$ cat src/rtl/iec_sd_arbiter_pkg.sv
// Shared definitions for the SD-card host arbiter: FSM encoding and drive-count limit.
package iec_sd_arbiter_pkg;

    localparam int MAX_DRIVES = 4;

    typedef enum logic [1:0] {
        ST_IDLE = 2'd0,
        ST_REQ  = 2'd1,
        ST_XFER = 2'd2
    } arb_state_e;

endpackage

$ cat src/rtl/iec_sd_arbiter_rr_pick.sv
// Round-robin pick: first requesting drive found scanning from (last+1) mod DRIVES.
module rr_pick
    import iec_sd_arbiter_pkg::*;
#(
    parameter int DRIVES = 2
) (
    input  logic [DRIVES-1:0] req_i,
    input  logic [1:0]        last_i,
    output logic              valid_o,
    output logic [1:0]        idx_o
);

    logic [2:0]        cand [DRIVES];
    logic [DRIVES-1:0] hit;
    logic [DRIVES:0]   seen;
    logic [1:0]        acc  [DRIVES+1];

    assign seen[0] = 1'b0;
    assign acc[0]  = 2'b00;

    // Candidate gi is the drive gi+1 positions after last; the earliest hit wins.
    generate
        for (genvar gi = 0; gi < DRIVES; gi++) begin : g_scan
            logic [2:0] sum;
            assign sum         = {1'b0, last_i} + 3'(gi + 1);
            assign cand[gi]    = (sum >= 3'(DRIVES)) ? sum - 3'(DRIVES) : sum;
            assign hit[gi]     = |(req_i & (DRIVES'(1) << cand[gi]));
            assign seen[gi+1]  = seen[gi] | hit[gi];
            assign acc[gi+1]   = acc[gi] | ((hit[gi] && !seen[gi]) ? cand[gi][1:0] : 2'b00);
        end
    endgenerate

    assign valid_o = seen[DRIVES];
    assign idx_o   = acc[DRIVES];

endmodule

$ cat src/rtl/iec_sd_arbiter.sv
// Shares one SD-card host channel between up to four drive ports, granting
// one drive per block transfer in round-robin order.
module iec_sd_arbiter
    import iec_sd_arbiter_pkg::*;
#(
    parameter int DRIVES = 2
) (
    input  logic                  clk_sys,
    input  logic                  reset,
    input  logic [32*DRIVES-1:0]  drv_sd_lba,
    input  logic [DRIVES-1:0]     drv_sd_rd,
    input  logic [DRIVES-1:0]     drv_sd_wr,
    output logic [DRIVES-1:0]     drv_sd_ack,
    input  logic [8*DRIVES-1:0]   drv_sd_buff_din,
    output logic [DRIVES-1:0]     drv_sd_buff_wr,
    output logic [31:0]           sd_lba,
    output logic                  sd_rd,
    output logic                  sd_wr,
    input  logic                  sd_ack,
    input  logic                  sd_buff_wr,
    output logic [7:0]            sd_buff_din,
    output logic [1:0]            active,
    output logic                  busy
);

    arb_state_e state_q;
    logic [1:0]  idx_q;
    logic [1:0]  last_q;
    logic [31:0] sd_lba_q;
    logic        sd_rd_q;
    logic        sd_wr_q;

    logic [31:0]           lba_w [MAX_DRIVES];
    logic [7:0]            din_w [MAX_DRIVES];
    logic [MAX_DRIVES-1:0] rd_w;
    logic [MAX_DRIVES-1:0] wr_w;

    logic [DRIVES-1:0] req;
    logic              pick_valid;
    logic [1:0]        pick_idx;

    // Pad the per-drive buses out to the maximum so a 2-bit index is always in range.
    generate
        for (genvar gi = 0; gi < MAX_DRIVES; gi++) begin : g_unpack
            if (gi < DRIVES) begin : g_live
                assign lba_w[gi] = drv_sd_lba[32*gi +: 32];
                assign din_w[gi] = drv_sd_buff_din[8*gi +: 8];
                assign rd_w[gi]  = drv_sd_rd[gi];
                assign wr_w[gi]  = drv_sd_wr[gi];
            end else begin : g_pad
                assign lba_w[gi] = 32'h0;
                assign din_w[gi] = 8'h00;
                assign rd_w[gi]  = 1'b0;
                assign wr_w[gi]  = 1'b0;
            end
        end
    endgenerate

    assign req = drv_sd_rd | drv_sd_wr;

    rr_pick #(
        .DRIVES (DRIVES)
    ) u_pick (
        .req_i   (req),
        .last_i  (last_q),
        .valid_o (pick_valid),
        .idx_o   (pick_idx)
    );

    always_ff @(posedge clk_sys or posedge reset) begin
        if (reset) begin
            state_q  <= ST_IDLE;
            idx_q    <= 2'd0;
            last_q   <= 2'(DRIVES - 1);
            sd_lba_q <= 32'h0;
            sd_rd_q  <= 1'b0;
            sd_wr_q  <= 1'b0;
        end else begin
            case (state_q)
                ST_IDLE: begin
                    if (pick_valid) begin
                        idx_q    <= pick_idx;
                        sd_lba_q <= lba_w[pick_idx];
                        sd_rd_q  <= rd_w[pick_idx];
                        sd_wr_q  <= wr_w[pick_idx] & ~rd_w[pick_idx];
                        state_q  <= ST_REQ;
                    end
                end
                ST_REQ: begin
                    if (sd_ack) begin
                        sd_rd_q <= 1'b0;
                        sd_wr_q <= 1'b0;
                        state_q <= ST_XFER;
                    end else if (!rd_w[idx_q] && !wr_w[idx_q]) begin
                        // Drive withdrew before the host answered: abandon, keep priority.
                        sd_rd_q <= 1'b0;
                        sd_wr_q <= 1'b0;
                        state_q <= ST_IDLE;
                    end
                end
                ST_XFER: begin
                    if (!sd_ack) begin
                        last_q  <= idx_q;
                        state_q <= ST_IDLE;
                    end
                end
                default: state_q <= ST_IDLE;
            endcase
        end
    end

    generate
        for (genvar gi = 0; gi < DRIVES; gi++) begin : g_route
            assign drv_sd_ack[gi]     = (state_q != ST_IDLE) && (idx_q == 2'(gi)) && sd_ack;
            assign drv_sd_buff_wr[gi] = (state_q == ST_XFER) && (idx_q == 2'(gi)) && sd_buff_wr;
        end
    endgenerate

    assign sd_buff_din = (state_q == ST_IDLE) ? 8'h00 : din_w[idx_q];
    assign sd_lba      = sd_lba_q;
    assign sd_rd       = sd_rd_q;
    assign sd_wr       = sd_wr_q;
    assign active      = idx_q;
    assign busy        = (state_q != ST_IDLE);

endmodule

$ cat config.mk
export PLATFORM = sky130hd
export DESIGN_NAME = iec_sd_arbiter
export DESIGN_NICKNAME = d
export VERILOG_FILES = /design/src/rtl/iec_sd_arbiter_pkg.sv /design/src/rtl/iec_sd_arbiter_rr_pick.sv /design/src/rtl/iec_sd_arbiter.sv
export SDC_FILE = /design/constraint.sdc
export NUM_CORES = 1
export LEC_CHECK = 0
export ABC_AREA = 0
export CORE_ASPECT_RATIO = 1.75
export CORE_MARGIN = 3
export CORE_UTILIZATION = 36
export DETAILED_ROUTE_END_ITERATION = 10
export PLACE_DENSITY_LB_ADDON = 0.25
export SLEW_MARGIN = 20
export SYNTH_ARGS = -nofsm -noshare
export SYNTH_HDL_FRONTEND = slang
export SYNTH_SLANG_ARGS = --single-unit
export TNS_END_PERCENT = 30
$ cat constraint.sdc
create_clock -name clk_sys -period 1.9 [get_ports clk_sys]
set_input_delay 0.475 -clock clk_sys [delete_from_list [all_inputs] [get_ports clk_sys]]
set_output_delay 0.475 -clock clk_sys [all_outputs]
set_load 0.1 [all_outputs]
==> impl_metrics.tcl <==
set metrics [dict create \
    status "complete, but fails checks" \
    violations "setup timing" \
    synth-edff-count 0 \
    die_h_microns 106 \
    yosys_warnings 0 \
    syn_area_per_cell_sq_um 10.1 \
    r2r-start "active[0]$_DFFE_PP0P_" \
    seq_area_frac_synth_pct 48.5 \
    arrival_ns 1.58 \
    fp.coreArea_sq_um 5430 \
    drive_above_1_share_pct 33.5 \
    routed_wl_mm 8.52 \
    detail_route.iter0.violations 66 \
    grt_pass1_wl_mm 12.5 \
    rows 35 \
    drt-pass1-iter-count 4 \
    syn_nets 292 \
    period_needed_ns 2.06 \
    route.top_layer_used "met4" \
    cts.htree.levels 2 \
    finClkSkew_ns 0.00551 \
    crit_cells 3 \
    wl_met2_mm 5.03 \
    clock-root-buffer "clkbuf_8" \
    antenna_found_initial 0 \
    critPathSlowestCell "dfrtp_4" \
    m1WireLength_mm 2.68 \
    track_usage_pct 24.3 \
    max_freq_ghz 0.486 \
    slew_viol_final 0 \
    min_path_type "in2async" \
    cp.buffers_inverters 1 \
    ios 137 \
    syn_area_sq_um 2070 \
    fillers 280 \
    async_reset_ff_share_pct 100 \
    grt_max_degree 36 \
    wl_per_cell_microns 19.2 \
    setup_violations 12 \
    place_area_sq_um 4260 \
    clk_latency_ns 0.28 \
    crit_type "reg2out" \
    required_ns 1.42 \
    synthDominantCellAreaShare_pct 47.2 \
    via_per_inst 5.05 \
    cap_violations 0 \
    worst-r2r-setup-slack_ns 0.10 \
    worstPathMaxFanout 5 \
    synth-seq-cells 40 \
    start_util_pct 38.1 \
    cts_inserted_buffers 5 \
    cts_hold_buf 0 \
    grt-ovfl-total 0 \
    critPathTopFamily "simple AND/OR/NAND/NOR gates" \
    clkSinkCount 40 \
    die_x_microns 63.3 \
    end_kind "output pin" \
    cp_slowest_stage_delay_ns 0.52 \
    antenna_cells 0 \
    cts.clk_slew.worst_paths_ns 0.08 \
    synthTopCellsByArea "dfrtp_1 47%, mux2i_1 20%, a21oi_1 8.5%, nor2_1 8.0%, buf_6 2.2%" \
    grt_pass1_vias 2404 \
    cts_tree "yes" \
    hold_viol 0 \
    rsz0062_at_grt "true" \
    ff2ff_path_depth 6 \
    crit_chain "nand3b_1, nor3_4, buf_12" \
    vias 2243 \
    syn_inst 204 \
    final_area_sq_um 4590 \
    area_growth_pct 122 \
    clock_path_buffers 2 \
    yosysMostFrequentCell "nor2_1" \
    io_buffers 136 \
    synth-main-ff-cell "dfrtp_1" \
    period_share_pct 108 \
    dieArea_sq_um 6730 \
    whs_ns 0.500 \
    timing.slew.headroom_pct 68.7 \
    wl_met3_microns 523 \
    nNetsFinal 457 \
    synth_top_area_cell "dfrtp_1" \
    worstReg2RegEnd "sd_rd$_DFFE_PP0P_" \
    final_antenna_net_count 0 \
    place_congestion 0.842 \
    post-route-drc-count 0 \
    synth_commonest_cells "44 x nor2_1, 41 x mux2i_1, 39 x dfrtp_1" \
    synth_cell_type_count 29 \
    cp-startpoint "active[1]$_DFFE_PP0P_" \
    tightest_slew_ns 0.469 \
    start_kind "flip-flop" \
    setup_ws_ns -0.159 \
    dp_hpwl_mm 5.79 \
    critPathCapture "drv_sd_buff_wr[1]" \
]
layout make-up:
cell class                 count  area (sq um)  share of cell area [%]
inverter                       6          26.3                   0.572
timing repair buffer         170          2210                    48.2
tap                           74          92.6                    2.02
clock buffer                   8          90.1                    1.96
multi-input combinational    146          1160                    25.3
sequential                    40          1010                    21.9
what timing repair did:
| item | CTS | global route |
|---|---|---|
| endpoints found under the setup margin | 46 | 47 |
| buffers inserted | 6 | 6 |
| pin swaps | 14 | 9 |
| resized for setup | 14 | 14 |
| endpoints found under the hold margin | 0 | 0 |
| gates cloned | 2 | 0 |
registers in the layout, indices dropped and copies added (netlist names):
signal,count
sd_rd,1
sd_lba,32
active,2
state_q,2
last_q,2
sd_wr,1
how the worst min path moves through the flow:
stage	from	slack, ns	endpoint
final	reset	0.50	sd_lba[16]$_DFFE_PP0P_
after global placement	state_q[1]$_DFFE_PP0P_	0.55	sd_wr$_DFFE_PP0P_
after detailed placement	sd_wr$_DFFE_PP0P_	0.55	sd_wr$_DFFE_PP0P_
after global routing	reset	0.53	sd_lba[16]$_DFFE_PP0P_
after floorplan	state_q[1]$_DFFE_PP0P_	0.55	state_q[0]$_DFFE_PP0P_
after CTS	reset	0.50	sd_lba[16]$_DFFE_PP0P_
per-layer routing:
metal,vias up,global-route usage [%]
li1,1037,-
met1,1073,22.7
met2,113,48.5
met3,20,5.81
met4,0,10.2
met5,-,0
cells by family after synthesis:
logic type	share of synthesized area [%]
and+or+nand+nor	11.3
AOI/OAI and AO/OA	13.2
muxes	20.9
DFF	48.5
buffers and inverters	5.69
xor gates and xnor gates	0.424
cells in the final DEF (no fill, tap or decap), types with 2 or more instances in the layout:
cell type	count
clkbuf_8	6
nor2_4	8
mux2i_1	33
mux2i_4	4
a21oi_1	35
dlymetal6s2s_1	4
nor3_4	4
inv_1	4
mux2i_2	4
or2_4	2
dlygate4sd2_1	2
mux2_2	2
clkbuf_1	2
buf_4	26
or3_1	2
nor2_1	35
clkdlybuf4s50_1	81
dfrtp_1	37
buf_12	55
metrics by stage:
stage	std cells	setup slack [ns]	TNS (ns)	util, %
global placement	422	-0.295	-9.95	78.4
detailed placement	422	-0.398	-12.61	78.4
global route	444	-0.224	-1.46	84.6
CTS	438	-0.0866	-0.360	82.5
floorplan	204	-0.448	-3.60	-
finish	444	-0.159	-0.875	84.6
Power is not shown: default switching activity piles up to over one toggle a cycle in this logic, so the estimate is an artifact.
